--- src/rtl/rsa_host_if.sv ---
// rsa_host_if
// Byte-serial host front end for a modular exponentiator. The host streams
// three W-bit operands (N, e, M), MSB byte first. The block then pulses
// me_start, waits for the exponentiator to finish and streams the W-bit
// result back, MSB byte first. When key_keep is high on the last result
// byte, N and e are kept and the next job loads only a new M.
//
// Ports
//   clk        system clock, all state changes on its rising edge
//   rst        asynchronous active-low reset
//   in_valid   host byte valid
//   in_data    host byte
//   in_ready   a byte is accepted this cycle (high in the three load states)
//   key_keep   sampled on the last result byte: 1 = keep N and e
//   out_valid  result byte valid
//   out_data   result byte
//   out_ready  host takes the result byte
//   me_start   one-cycle start pulse to the exponentiator
//   me_N       modulus to the exponentiator
//   me_e       exponent to the exponentiator
//   me_M       message to the exponentiator
//   me_ready   exponentiator done level (also high while it is idle)
//   me_A1      exponentiator result
//   busy       high in every state except LOAD_N
module rsa_host_if #(
    parameter int NBYTES = 32
) (
    input  logic                  clk,
    input  logic                  rst,
    input  logic                  in_valid,
    input  logic [7:0]            in_data,
    output logic                  in_ready,
    input  logic                  key_keep,
    output logic                  out_valid,
    output logic [7:0]            out_data,
    input  logic                  out_ready,
    output logic                  me_start,
    output logic [8*NBYTES-1:0]   me_N,
    output logic [8*NBYTES-1:0]   me_e,
    output logic [8*NBYTES-1:0]   me_M,
    input  logic                  me_ready,
    input  logic [8*NBYTES-1:0]   me_A1,
    output logic                  busy
);

    localparam int W  = 8 * NBYTES;
    localparam int CW = (NBYTES > 1) ? $clog2(NBYTES) : 1;
    localparam logic [CW-1:0] CNT_LAST = CW'(NBYTES - 1);

    typedef enum logic [2:0] {
        S_LOAD_N = 3'd0,
        S_LOAD_E = 3'd1,
        S_LOAD_M = 3'd2,
        S_START  = 3'd3,
        S_WAIT   = 3'd4,
        S_SEND   = 3'd5
    } state_t;

    state_t          r_state;
    state_t          w_state_nxt;
    logic [CW-1:0]   r_cnt;
    logic            r_armed;
    logic [W-1:0]    r_n;
    logic [W-1:0]    r_e;
    logic [W-1:0]    r_m;
    logic [W-1:0]    r_result;

    logic            w_in_fire;
    logic            w_out_fire;
    logic            w_cnt_last;
    logic            w_done;

    assign w_in_fire  = in_valid & in_ready;
    assign w_out_fire = out_valid & out_ready;
    assign w_cnt_last = (r_cnt == CNT_LAST);
    // me_ready is high while the exponentiator is idle, so it only means
    // "done" once it has been observed low during this job.
    assign w_done     = r_armed & me_ready;

    assign me_N = r_n;
    assign me_e = r_e;
    assign me_M = r_m;

    // State register.
    always_ff @(posedge clk or negedge rst) begin
        if (!rst) begin
            r_state <= S_LOAD_N;
        end else begin
            r_state <= w_state_nxt;
        end
    end

    // Next-state logic.
    always_comb begin
        w_state_nxt = r_state;
        case (r_state)
            S_LOAD_N: begin
                if (w_in_fire && w_cnt_last) begin
                    w_state_nxt = S_LOAD_E;
                end else begin
                    w_state_nxt = S_LOAD_N;
                end
            end
            S_LOAD_E: begin
                if (w_in_fire && w_cnt_last) begin
                    w_state_nxt = S_LOAD_M;
                end else begin
                    w_state_nxt = S_LOAD_E;
                end
            end
            S_LOAD_M: begin
                if (w_in_fire && w_cnt_last) begin
                    w_state_nxt = S_START;
                end else begin
                    w_state_nxt = S_LOAD_M;
                end
            end
            S_START: begin
                w_state_nxt = S_WAIT;
            end
            S_WAIT: begin
                if (w_done) begin
                    w_state_nxt = S_SEND;
                end else begin
                    w_state_nxt = S_WAIT;
                end
            end
            S_SEND: begin
                if (w_out_fire && w_cnt_last) begin
                    w_state_nxt = key_keep ? S_LOAD_M : S_LOAD_N;
                end else begin
                    w_state_nxt = S_SEND;
                end
            end
            default: begin
                w_state_nxt = S_LOAD_N;
            end
        endcase
    end

    // Output decode from the state and result registers.
    always_comb begin
        in_ready  = 1'b0;
        out_valid = 1'b0;
        me_start  = 1'b0;
        busy      = 1'b1;
        out_data  = r_result[W-1 -: 8];
        case (r_state)
            S_LOAD_N: begin
                in_ready = 1'b1;
                busy     = 1'b0;
            end
            S_LOAD_E: begin
                in_ready = 1'b1;
            end
            S_LOAD_M: begin
                in_ready = 1'b1;
            end
            S_START: begin
                me_start = 1'b1;
            end
            S_WAIT: begin
                in_ready = 1'b0;
            end
            S_SEND: begin
                out_valid = 1'b1;
            end
            default: begin
                in_ready = 1'b0;
            end
        endcase
    end

    // Byte counter shared by the load and send phases; wraps after the last byte.
    always_ff @(posedge clk or negedge rst) begin
        if (!rst) begin
            r_cnt <= {CW{1'b0}};
        end else if (w_in_fire || w_out_fire) begin
            if (w_cnt_last) begin
                r_cnt <= {CW{1'b0}};
            end else begin
                r_cnt <= r_cnt + CW'(1);
            end
        end else begin
            r_cnt <= r_cnt;
        end
    end

    // Done-qualifier: cleared in START, set once me_ready is seen low in WAIT.
    always_ff @(posedge clk or negedge rst) begin
        if (!rst) begin
            r_armed <= 1'b0;
        end else if (r_state == S_START) begin
            r_armed <= 1'b0;
        end else if (r_state == S_WAIT && !me_ready) begin
            r_armed <= 1'b1;
        end else if (r_state == S_WAIT && w_done) begin
            r_armed <= 1'b0;
        end else begin
            r_armed <= r_armed;
        end
    end

    // Operand shift registers; each one moves only in its own load state.
    always_ff @(posedge clk or negedge rst) begin
        if (!rst) begin
            r_n <= {W{1'b0}};
            r_e <= {W{1'b0}};
            r_m <= {W{1'b0}};
        end else if (w_in_fire) begin
            case (r_state)
                S_LOAD_N: r_n <= {r_n[W-9:0], in_data};
                S_LOAD_E: r_e <= {r_e[W-9:0], in_data};
                S_LOAD_M: r_m <= {r_m[W-9:0], in_data};
                default: begin
                    r_n <= r_n;
                    r_e <= r_e;
                    r_m <= r_m;
                end
            endcase
        end else begin
            r_n <= r_n;
            r_e <= r_e;
            r_m <= r_m;
        end
    end

    // Result register: captured at done, then shifted out MSB byte first.
    always_ff @(posedge clk or negedge rst) begin
        if (!rst) begin
            r_result <= {W{1'b0}};
        end else if (r_state == S_WAIT && w_done) begin
            r_result <= me_A1;
        end else if (w_out_fire) begin
            r_result <= {r_result[W-9:0], 8'h00};
        end else begin
            r_result <= r_result;
        end
    end

endmodule

--- config.mk ---
export PLATFORM = sky130hd
export DESIGN_NAME = rsa_host_if
export DESIGN_NICKNAME = d
export VERILOG_FILES = /design/src/rtl/rsa_host_if.sv
export SDC_FILE = /design/constraint.sdc
export NUM_CORES = 1
export LEC_CHECK = 0
export BUFFER_PORTS_ARGS = -buffer_cell sky130_fd_sc_hd__buf_2
export CORE_AREA = 2 2 414 416
export CTS_CLUSTER_DIAMETER = 40
export DETAILED_ROUTE_END_ITERATION = 12
export DIE_AREA = 0 0 416 418
export GPL_ROUTABILITY_DRIVEN = 0
export GPL_TIMING_DRIVEN = 1
export PLACE_DENSITY = 0.52
export SYNTH_ARGS = -nofsm -noshare
export SYNTH_HDL_FRONTEND = slang
export SYNTH_SLANG_ARGS = --single-unit
--- constraint.sdc ---
create_clock -name clk -period 5.3 [get_ports clk]
set_input_delay 0.265 -clock clk [delete_from_list [all_inputs] [get_ports clk]]
set_output_delay 0.265 -clock clk [all_outputs]
set_load 0.1 [all_outputs]
After elaboration in Yosys (flattened, before gate mapping)

Index checks and enable logic that the tools add are counted.

Logic and storage cells: 47
Memories kept: 0
Latch bits: 0
Input bits: 270
Bits in read-only memories: 0
Flip-flop bits (word level): 1033
Output and inout port bits: 780
Bits in writable memories: 0

Mux-type cells: 17
Add/subtract/negate cells: 1
Bitwise logic cells: 3
Divide/modulo/power cells: 0
Reduce and logical (&&, ||, !) cells: 13
Magnitude comparators: 0
Multiply operators: 0
Eq/ne operators: 6
Shifts and indexed selects: 0

Operator list:

| kind                                                                   | number |
|---|---|
| 256-bit 2-to-1 mux                                                     | 2 |
| 3-bit one-hot mux with 6 select lines                                  | 1 |
| 1-bit 2-to-1 mux                                                       | 10 |
| 3-bit by 2-bit equality test with 1-bit output (second input constant) | 2 |
| 3-bit equality test (second input constant)                            | 2 |
| 2-bit AND reduction                                                    | 3 |
| 5-bit by 1-bit adder with 5-bit output (second input constant)         | 1 |
| 5-bit equality test (second input constant)                            | 1 |
| 5-bit 2-to-1 mux                                                       | 1 |
| 1-bit logical AND                                                      | 4 |
| 2-bit 2-to-1 mux                                                       | 2 |
| 1-bit bitwise AND                                                      | 3 |
| 3-bit by 1-bit equality test with 1-bit output (second input constant) | 1 |
| 3-bit zero test                                                        | 1 |
| 3-bit 2-to-1 mux                                                       | 1 |
| 3-bit nonzero test                                                     | 1 |
| 3-bit OR reduction                                                     | 1 |
| 2-bit nonzero test                                                     | 1 |
| 1-bit zero test                                                        | 1 |
| 1-bit logical OR                                                       | 1 |

Logic depth before layout (Yosys ltp)

Gate-level depths: netlist (run 1).

Depth in word-level cells: 7
Depth in mapped cells: 8

Least setup slack after synthesis (run 1)

OpenSTA, ideal clock, no wires.

Path type: reg2reg
Start point: register r_state[1]
End point: register r_cnt[3]
Path buffers: 1
Setup slack: 2.183 ns
Stages on the path, launching flop included: 6
Data required time: 5.205 ns
Library setup time: 0.095 ns
Arrival: 3.021 ns
Cells stage by stage: dfrtp_1 > buf_2 > a21oi_1 > a21oi_1 > or2_2 > o31ai_1

Longest elaborated chain between the ends: 5
Elaborated cells on any way between the ends: 10
Classes of those cells: 3 x eq/ne; 2 x mux; 2 x bitwise; 3 x reduce/logical

Ends and longest elaborated chain:

| item                                                                   | RTL line | source |
|---|---|---|
| from (decl)                                                            | 59       | `state_t r_state;` |
| from (signal assigned)                                                 | 89       | `r_state <= w_state_nxt;` |
| 3-bit by 2-bit equality test with 1-bit output (tied with other cells) | 148      | `case (r_state)` |
| 3-bit OR reduction (no source line) *                                  | -        |  |
| 1-bit 2-to-1 mux *                                                     | 148      |  |
| via in_ready                                                           | 32       | `output logic in_ready,` |
| 1-bit bitwise AND *                                                    | 73       | `assign w_in_fire = in_valid & in_ready;` |
| 1-bit logical OR *                                                     | 178      | `end else if (w_in_fire \|\| w_out_fire) begin` |
| to (signal assigned)                                                   | 177      | `r_cnt <= {CW{1'b0}};` |
| to (signal assigned)                                                   | 180      | `r_cnt <= {CW{1'b0}};` |
| to (signal assigned)                                                   | 182      | `r_cnt <= r_cnt + CW'(1);` |
| to (decl)                                                              | 61       | `logic [CW-1:0] r_cnt;` |

Mark *: on every way through the listed nets, which the timed path passes. The rest lies on a longest branch.
A chain may end at the register's enable or synchronous reset.

Worst setup path after layout (run 1)

Start point: register r_state[2]
End point: register r_n[105] (netlist: me_N[105])

Longest elaborated chain between the ends: 5
Elaborated cells on any way between the ends: 7
Classes of those cells: 2 x eq/ne; 1 x mux; 1 x bitwise; 3 x reduce/logical

Ends and longest elaborated chain:

| item                                                                   | RTL line | source |
|---|---|---|
| 3-bit by 2-bit equality test with 1-bit output (tied with other cells) | 148      |  |
| 3-bit OR reduction (no source line)                                    | -        |  |
| 1-bit 2-to-1 mux                                                       | 148      |  |
| 1-bit bitwise AND                                                      | 73       |  |
| 2-bit AND reduction (no source line) *                                 | -        |  |
| to (signal assigned)                                                   | 207      | `r_n <= {W{1'b0}};` |
| to (signal assigned)                                                   | 212      | `S_LOAD_N: r_n <= {r_n[W-9:0], in_data};` |
| to (signal assigned)                                                   | 216      | `r_n <= r_n;` |
| to (decl)                                                              | 63       | `logic [W-1:0] r_n;` |

Every way passes the cells marked *; elsewhere a longest branch is shown, timed or not.

==> results_dict.tcl, run 1 <==
set metrics [dict create \
    ys.flop_type "dfrtp_1" \
    core_um2 169000 \
    startpoint "r_state[2]" \
    die_h_um 418 \
    r2r_slack_ps 2240 \
    final.period_utilization 0.578 \
    whs_ps 110 \
    clk_pin_slew_ps 60 \
    first_global_vias 28800 \
    fin_cells 6527 \
    ys_ff_latch 1033 \
    area_delta_synth_final_pct 41.2 \
    cts.path.max_buffers 3 \
    utilization 0.333 \
    setup.worst_path.class "flip-flop to flip-flop" \
    die_w_um 416 \
    pre_cts_ws_ps 2200 \
    synthTopCellsByArea "dfrtp_1 65%, mux2_2 21%, nand2_1 4.9%" \
    fin_crit_ps 3060 \
    final_net_count 4424 \
    vdd_drop_max_v 0.000849 \
    max_freq_mhz 326 \
    reg2reg_depth 5 \
    placedCellCount 5921 \
    rsz0062_at_grt "no" \
    crit_arrival_ps 3740 \
    r2r_end "me_N[105]" \
    yosysSeqAreaShare 0.649 \
    crit_end "me_N[105]" \
    grt_pass1_wl_mm 198 \
    max_slew.worst_pin.slew_ps 1080 \
    yosysTopAreaCellShare 0.649 \
    start_util 0.236 \
    synth_fp_nets 3072 \
    grt_max_degree 197 \
    root_buffer "clkbuf_16" \
    critPathMaxFanout 36 \
    fp.dieArea_um2 174000 \
    syn_area_um2 39800 \
    grt-ovfl-total 0 \
    clock_sinks 1033 \
    fin_ws_ps 2240 \
    vias 27900 \
    wl_per_cell_um 20.7 \
    ys_types 33 \
    grt_use_total 0.152 \
    drc 0 \
    ant_nets 0 \
    ys_top_cells_by_count "1,033 x dfrtp_1, 751 x mux2_2, 517 x nand2_1" \
    dp_hpwl_mm 97.3 \
    power_density_nw_per_um2 575 \
    status "completed" \
    drt-pass1-iter-count 5 \
    setup_tns_ps 0 \
    fin_area_um2 56200 \
    cts_made_buffers 175 \
    cts_tree "built" \
    wl_mm 135 \
    viasPerCell 4.27 \
    yosysMostFrequentCell "dfrtp_1" \
    worst_hold_path_type "input port to asynchronous set/reset pin" \
    finalPower_mw 32.3 \
    clk-insertion-delay-late_ps 830 \
    synth_edf_count 0 \
    p_leak_nw 29.6 \
    drtIter0Drc 1714 \
    setup_viol 0 \
    synth_cells 2800 \
    worstPathRequired_ps 5970 \
    antenna_found_initial 9 \
    row_count 151 \
    port-buffer-count 1049 \
    endpoint_kind "flip-flop" \
    h-tree-depth 4 \
    drv_slew 0 \
    relSlewSlack 0.276 \
    n_fill_cell 16800 \
    fin_worst_skew_ps 57.1 \
    cts_resized 0 \
    start_kind "flip-flop" \
    async_reset_ff_frac 1.00 \
    maxCapViolations 0 \
    place_area_um2 47100 \
    yosys_warnings 0 \
    layout-drive-gt1-share 0.500 \
    syn_area_per_cell_um2 14.2 \
    ios 1050 \
    r2r-start "r_state[2]" \
    yosysTopAreaCell "dfrtp_1" \
    finalHoldViolations 0 \
]
sequential cells by signal (all words and copies together), names as in the netlist:
register and flops:
r_armed 1, me_e 256, r_state 3, r_result 256, me_M 256, me_N 256, r_cnt 5
worst min path at each step:
| stage | cells after the start | end |
|---|---|---|
| finish | 2 | me_N[112] |
| global route | 2 | me_N[112] |
| CTS | 2 | me_N[112] |
| detailed placement | 1 | me_N[152] |
| global placement | 1 | me_N[152] |
| floorplan | 0 | me_M[0] |
placed cells by master, fill, tap and decap left out, drive strengths merged, types with 21 or more instances in the layout:
master / n
buf: 1084
dfrtp: 1033
mux2: 770
nand2: 517
dlygate4sd3: 272
a22oi: 247
clkbuf: 217
clkinv: 40
inv: 27
bufinv: 23
clkinvlp: 21
logic make-up after synthesis:
group	count (synthesis)	synth area share
buffers and inverters	182	0.0303
AOI/OAI and AO/OA	273	0.0501
DFF	1033	0.649
muxes	771	0.218
adders and majority gates	2	0.000628
and+or+nand+nor	539	0.0521
metal layers:
layer	routed length [um]	vias up	track usage
met1	52300	14100	0.173
li1	-	12600	-
met3	9450	211	0.0496
met5	0	-	0
met4	4540	0	0.0581
met2	69100	929	0.263
layout make-up:
class,instances,area [um2],area share
timing repair buffer,1356,8420,0.150
antenna,7,17.5,0.000311
sequential,1033,25800,0.460
clock inverter,110,1570,0.0279
multi-input combinational,1585,12800,0.228
clock buffer,217,4800,0.0853
tap,2218,2780,0.0493
inverter,1,3.75,0.0000667
power by group:
group | internal [mW] | switching [mW]
combinational | 1.80 | 8.56
sequential | 8.93 | 1.00
clock | 7.67 | 4.35
repair_timing:
item,4_1_cts,5_1_grt
hold buffers,272,0
hold endpoints to repair,364,0
setup buffers,0,0
worst max-delay path, stage by stage (launching register included):
cell and delay (ps):
dfrtp_1 520, or3_1 480, nor2_4 570, buf_4 530, buf_4 400, mux2_2 380
Power figures use the tool's default switching activity.
==> inputs of run 2 (changes only) <==
==> constraint.sdc (replaced) <==
create_clock -name clk -period 2.9 [get_ports clk]
set_input_delay 0.145 -clock clk [delete_from_list [all_inputs] [get_ports clk]]
set_output_delay 0.145 -clock clk [all_outputs]
set_load 0.1 [all_outputs]
==> results_dict.tcl, run 2 (synthesis results as in run 1) <==
set metrics [dict create \
    status "completed" \
    cpPeakStageDelay_ps 570 \
    path_cells "ha_1, and3_1, ha_1, nand3_1, dlygate4sd3_1, o32ai_1, dlygate4sd3_1" \
    drc 0 \
    drt-pass1-iter-count 8 \
    cts_made_buffers 174 \
    wl_mm 139 \
    cts_tree "built" \
    relSlewSlack 0.394 \
    antenna_found_initial 7 \
    ios 1050 \
    fp.dieArea_um2 174000 \
    setup_viol 0 \
    die_w_um 416 \
    wl_per_cell_um 21.2 \
    cp_slowest_cell "dlygate4sd3_1" \
    dp_hpwl_mm 101 \
    start_util 0.236 \
    worstPathRequired_ps 3600 \
    area_delta_synth_final_pct 41.9 \
    core_um2 169000 \
    final_cell_mix "1,048 x buf_2, 1,033 x dfrtp_1, 751 x mux2_2" \
    critPathMaxFanout 8 \
    power_density_nw_per_um2 1040 \
    layout-drive-gt1-share 0.501 \
    grt_use_total 0.155 \
    max_freq_mhz 384 \
    rsz0062_at_grt "no" \
    cts_setup_buffers 0 \
    path_buf_inv 2 \
    grt_max_degree 154 \
    r2r-start "r_cnt[0]" \
    vias 28400 \
    clk-insertion-delay-late_ps 810 \
    finalPower_mw 58.6 \
    cts.path.max_buffers 3 \
    fin_worst_skew_ps 53.4 \
    first_global_vias 29300 \
    max_slew.worst_pin.slew_ps 905 \
    port-buffer-count 1049 \
    die_h_um 418 \
    cts_resized 0 \
    maxCapViolations 0 \
    clock_sinks 1033 \
    drtIter0Drc 1861 \
    viasPerCell 4.32 \
    finalHoldViolations 0 \
    grt_pass1_wl_mm 202 \
    drv_slew 0 \
    p_leak_nw 29.7 \
    final_common_cell "buf_2" \
    h-tree-depth 4 \
    clk_pin_slew_ps 50 \
    fin_crit_ps 2600 \
    final.period_utilization 0.898 \
    vdd_drop_max_v 0.00143 \
    r2r_slack_ps 300 \
    layout.area.seq_um2 25800 \
    crit_arrival_ps 3310 \
    setup.worst_path.class "flip-flop to flip-flop" \
    setup_tns_ps 0 \
    n_fill_cell 16800 \
    ant_nets 0 \
    row_count 151 \
    final_net_count 4460 \
    path_delay_family "buffers and inverters" \
    worst_hold_path_type "input port to flip-flop" \
    startpoint "r_cnt[0]" \
    utilization 0.334 \
    grt-ovfl-total 0 \
    multiInputGateArea_um2 12800 \
    endpoint_kind "flip-flop" \
    start_kind "flip-flop" \
    placedCellCount 5950 \
    root_buffer "clkbuf_16" \
    fin_cells 6563 \
    worstHoldStart "me_A1[198]" \
]
==> run 2: worst paths after layout <==
| path | end | depth (start not counted) |
|---|---|---|
| worst min-delay path | r_result[198] | 4 |
| worst min register to register | r_result[249] | 2 |
| min in group asynchronous | me_M[121] | 3 |
| max in group asynchronous | me_e[91] | 3 |
| worst max-delay path | r_state[1] | 7 |
| worst max register to register | r_state[1] | 7 |
==> run 2: worst reg2reg max path, stage by stage, from the launching register on <==
cell	delay [ps]
dfrtp_1	400
ha_1	210
and3_1	170
ha_1	300
nand3_1	100
dlygate4sd3_1	570
o32ai_1	210
dlygate4sd3_1	570
==> run 2: stage by stage <==
step / hold slack, ps / setup WS (ps) / area, um2
after floorplan: -151 / 507 / 39800
after global placement: 156 / 609 / 47500
after detailed placement: 160 / 593 / 47500
after CTS: 8.05 / 293 / 56500
after global routing: 58.2 / 121 / 56500
final: 108 / 295 / 56500
==> run 2: repair_timing <==
action | 4_1_cts | 5_1_grt
endpoints found under the setup margin | 0 | 0
hold buffers | 280 | 0
hold endpoints to repair | 1226 | 0
==> run 2: report_power, final <==
group | switching [mW] | internal (mW)
Combinational | 15.7 | 3.34
Clock | 7.87 | 13.4
Sequential | 1.91 | 16.3
==> run 2: layer usage <==
layer	GRT usage	wire (um)	share of wire
met5	0	0	0
met4	0.0589	4370	0.031
met3	0.0457	8980	0.065
met2	0.273	72300	0.52
met1	0.177	53100	0.38
==> run 2: cell type report <==
cell class              instances  area share
diodes                          9    0.000398
clock buffers                 219      0.0845
clock inverters               105      0.0246
inverters                       1   0.0000664
multi-input cells            1585       0.227
flip-flops and latches       1033       0.457
well taps                    2218      0.0491
repair buffers               1393       0.157
==> inputs of run 3 (changes only) <==
==> constraint.sdc (replaced) <==
create_clock -name clk -period 2.8 [get_ports clk]
set_input_delay 0.14 -clock clk [delete_from_list [all_inputs] [get_ports clk]]
set_output_delay 0.14 -clock clk [all_outputs]
set_load 0.1 [all_outputs]
==> results_dict.tcl, run 3 (synthesis results as in run 1) <==
set metrics [dict create \
    h-tree-depth 4 \
    clock_sinks 1033 \
    die_w_um 416 \
    cts_tree "built" \
    final_net_count 4483 \
    status "completed" \
    dp_hpwl_mm 102 \
    worst_hold_path_type "input port to flip-flop" \
    die_h_um 418 \
    max_freq_mhz 387 \
    combPwrFrac 0.319 \
    cts.path.max_buffers 3 \
    worstHoldStart "me_A1[2]" \
    path_delay_family "buffers and inverters" \
    layout.area.seq_um2 25800 \
    cp_slowest_cell "dlygate4sd3_1" \
    drtIter0Drc 1729 \
    cts_made_buffers 177 \
    fin_worst_skew_ps 44.4 \
    drc 0 \
    ant_nets 0 \
    p_leak_nw 30.0 \
    clkPwrFrac 0.378 \
    antenna_found_initial 7 \
    max_slew.worst_pin.slew_ps 729 \
    setup.worst_path.class "flip-flop to flip-flop" \
    final.period_utilization 0.923 \
    critPathMaxFanout 8 \
    path_buf_inv 2 \
    fp.dieArea_um2 174000 \
    drt-pass1-iter-count 5 \
    rsz0062_at_grt "no" \
    layout-drive-gt1-share 0.508 \
    worstPathRequired_ps 3530 \
    fin_crit_ps 2580 \
    grt-ovfl-total 0 \
    grt_pass1_wl_mm 203 \
    clk_pin_slew_ps 50 \
    final_cell_mix "1,048 x buf_2, 1,033 x dfrtp_1, 751 x mux2_2" \
    clk-insertion-delay-late_ps 840 \
    holdPathEnd "r_result[2]" \
    r2r_slack_ps 220 \
    n_fill_cell 16700 \
    crit_arrival_ps 3320 \
    cpPeakStageDelay_ps 590 \
    port-buffer-count 1049 \
    root_buffer "clkbuf_16" \
    power_density_nw_per_um2 1090 \
    start_kind "flip-flop" \
    endpoint_kind "flip-flop" \
    finalHoldViolations 0 \
    switching_power_mw 26.7 \
    core_um2 169000 \
    wl_per_cell_um 21.1 \
    area_delta_synth_final_pct 43.3 \
    path_common_cell "dlygate4sd3_1" \
    r2r_end "r_state[1]" \
    swShare 0.429 \
    grt_max_degree 133 \
    wl_mm 139 \
    grt_use_total 0.156 \
    first_global_vias 29600 \
    path_cells "ha_1, and3_1, ha_2, nand3_1, dlygate4sd3_1, o32ai_1, dlygate4sd3_1" \
    maxCapViolations 0 \
    p_int_mw 35.4 \
    final_common_cell "buf_2" \
    reg2reg_depth 7 \
    start_util 0.236 \
    whs_path_depth 4 \
    drv_slew 0 \
    vdd_drop_max_v 0.00181 \
    whs_ps 88.0 \
    vias 28300 \
    relSlewSlack 0.514 \
    row_count 151 \
    setup_tns_ps 0 \
    r2r-start "r_cnt[0]" \
    multiInputGateArea_um2 12800 \
    viasPerCell 4.30 \
    ios 1050 \
    setup_viol 0 \
    seq_power_share 0.303 \
]
## run 3: timing repair
action,4_1_cts,5_1_grt
endpoints found under the hold margin,1074,0
buffers inserted,0,0
hold buffers,278,0
setup endpoints to repair,0,1
resized for setup,0,1
## run 3: metal layers
metal  share of wire  GRT usage  up-vias
met5               0          0        -
met4           0.033     0.0592        0
met3           0.068     0.0488      228
met2            0.52      0.276      939
met1            0.38      0.176    14400
li1                -          -    12700
## run 3: through the flow
step	worst slack (ps)	power, mW	util	std cells	cell area [um2]
2_1_floorplan	407	34.1	-	2800	39800
3_3_place_gp	540	38.7	0.282	5972	47700
3_5_place_dp	530	38.7	0.282	5972	47700
4_1_cts	215	62.8	0.337	6580	57100
5_1_grt	76.6	64.2	0.338	6582	57100
6_report	216	62.1	0.338	6582	57100
## run 3: worst register-to-register path, cell delays in order (launching register included)
cell,delay [ps]
dfrtp_1,390
ha_1,210
and3_1,180
ha_2,260
nand3_1,90
dlygate4sd3_1,560
o32ai_1,250
dlygate4sd3_1,590
## run 3: power by group through the flow
stage / Sequential [mW] / Combinational [mW] / Clock, mW
3_3_place_gp: 19.1 / 19.6 / 0
5_1_grt: 19.1 / 20.4 / 24.7
6_report: 18.8 / 19.8 / 23.4
2_1_floorplan: 31.4 / 2.75 / 0
3_5_place_dp: 19.2 / 19.6 / 0
4_1_cts: 18.9 / 20.0 / 23.9
## run 3: cell type report
class | count | area share
clock buffers | 208 | 0.0835
flip-flops and latches | 1033 | 0.453
clock inverters | 122 | 0.0313
multi-input cells | 1585 | 0.225
well taps | 2218 | 0.0486
inverters | 1 | 0.0000658
diodes | 2 | 0.0000877
repair buffers | 1413 | 0.159
## run 3: worst max-delay path by stage
stage	start	to	slack [ps]	cells after the start
2_1_floorplan	r_state[0]	r_cnt[3]	410	5
3_3_place_gp	r_state[0]	me_N[32]	540	5
3_5_place_dp	r_state[0]	me_N[37]	530	5
4_1_cts	r_cnt[0]	r_state[1]	210	7
5_1_grt	r_cnt[0]	r_state[1]	80	7
6_report	r_cnt[0]	r_state[1]	220	7
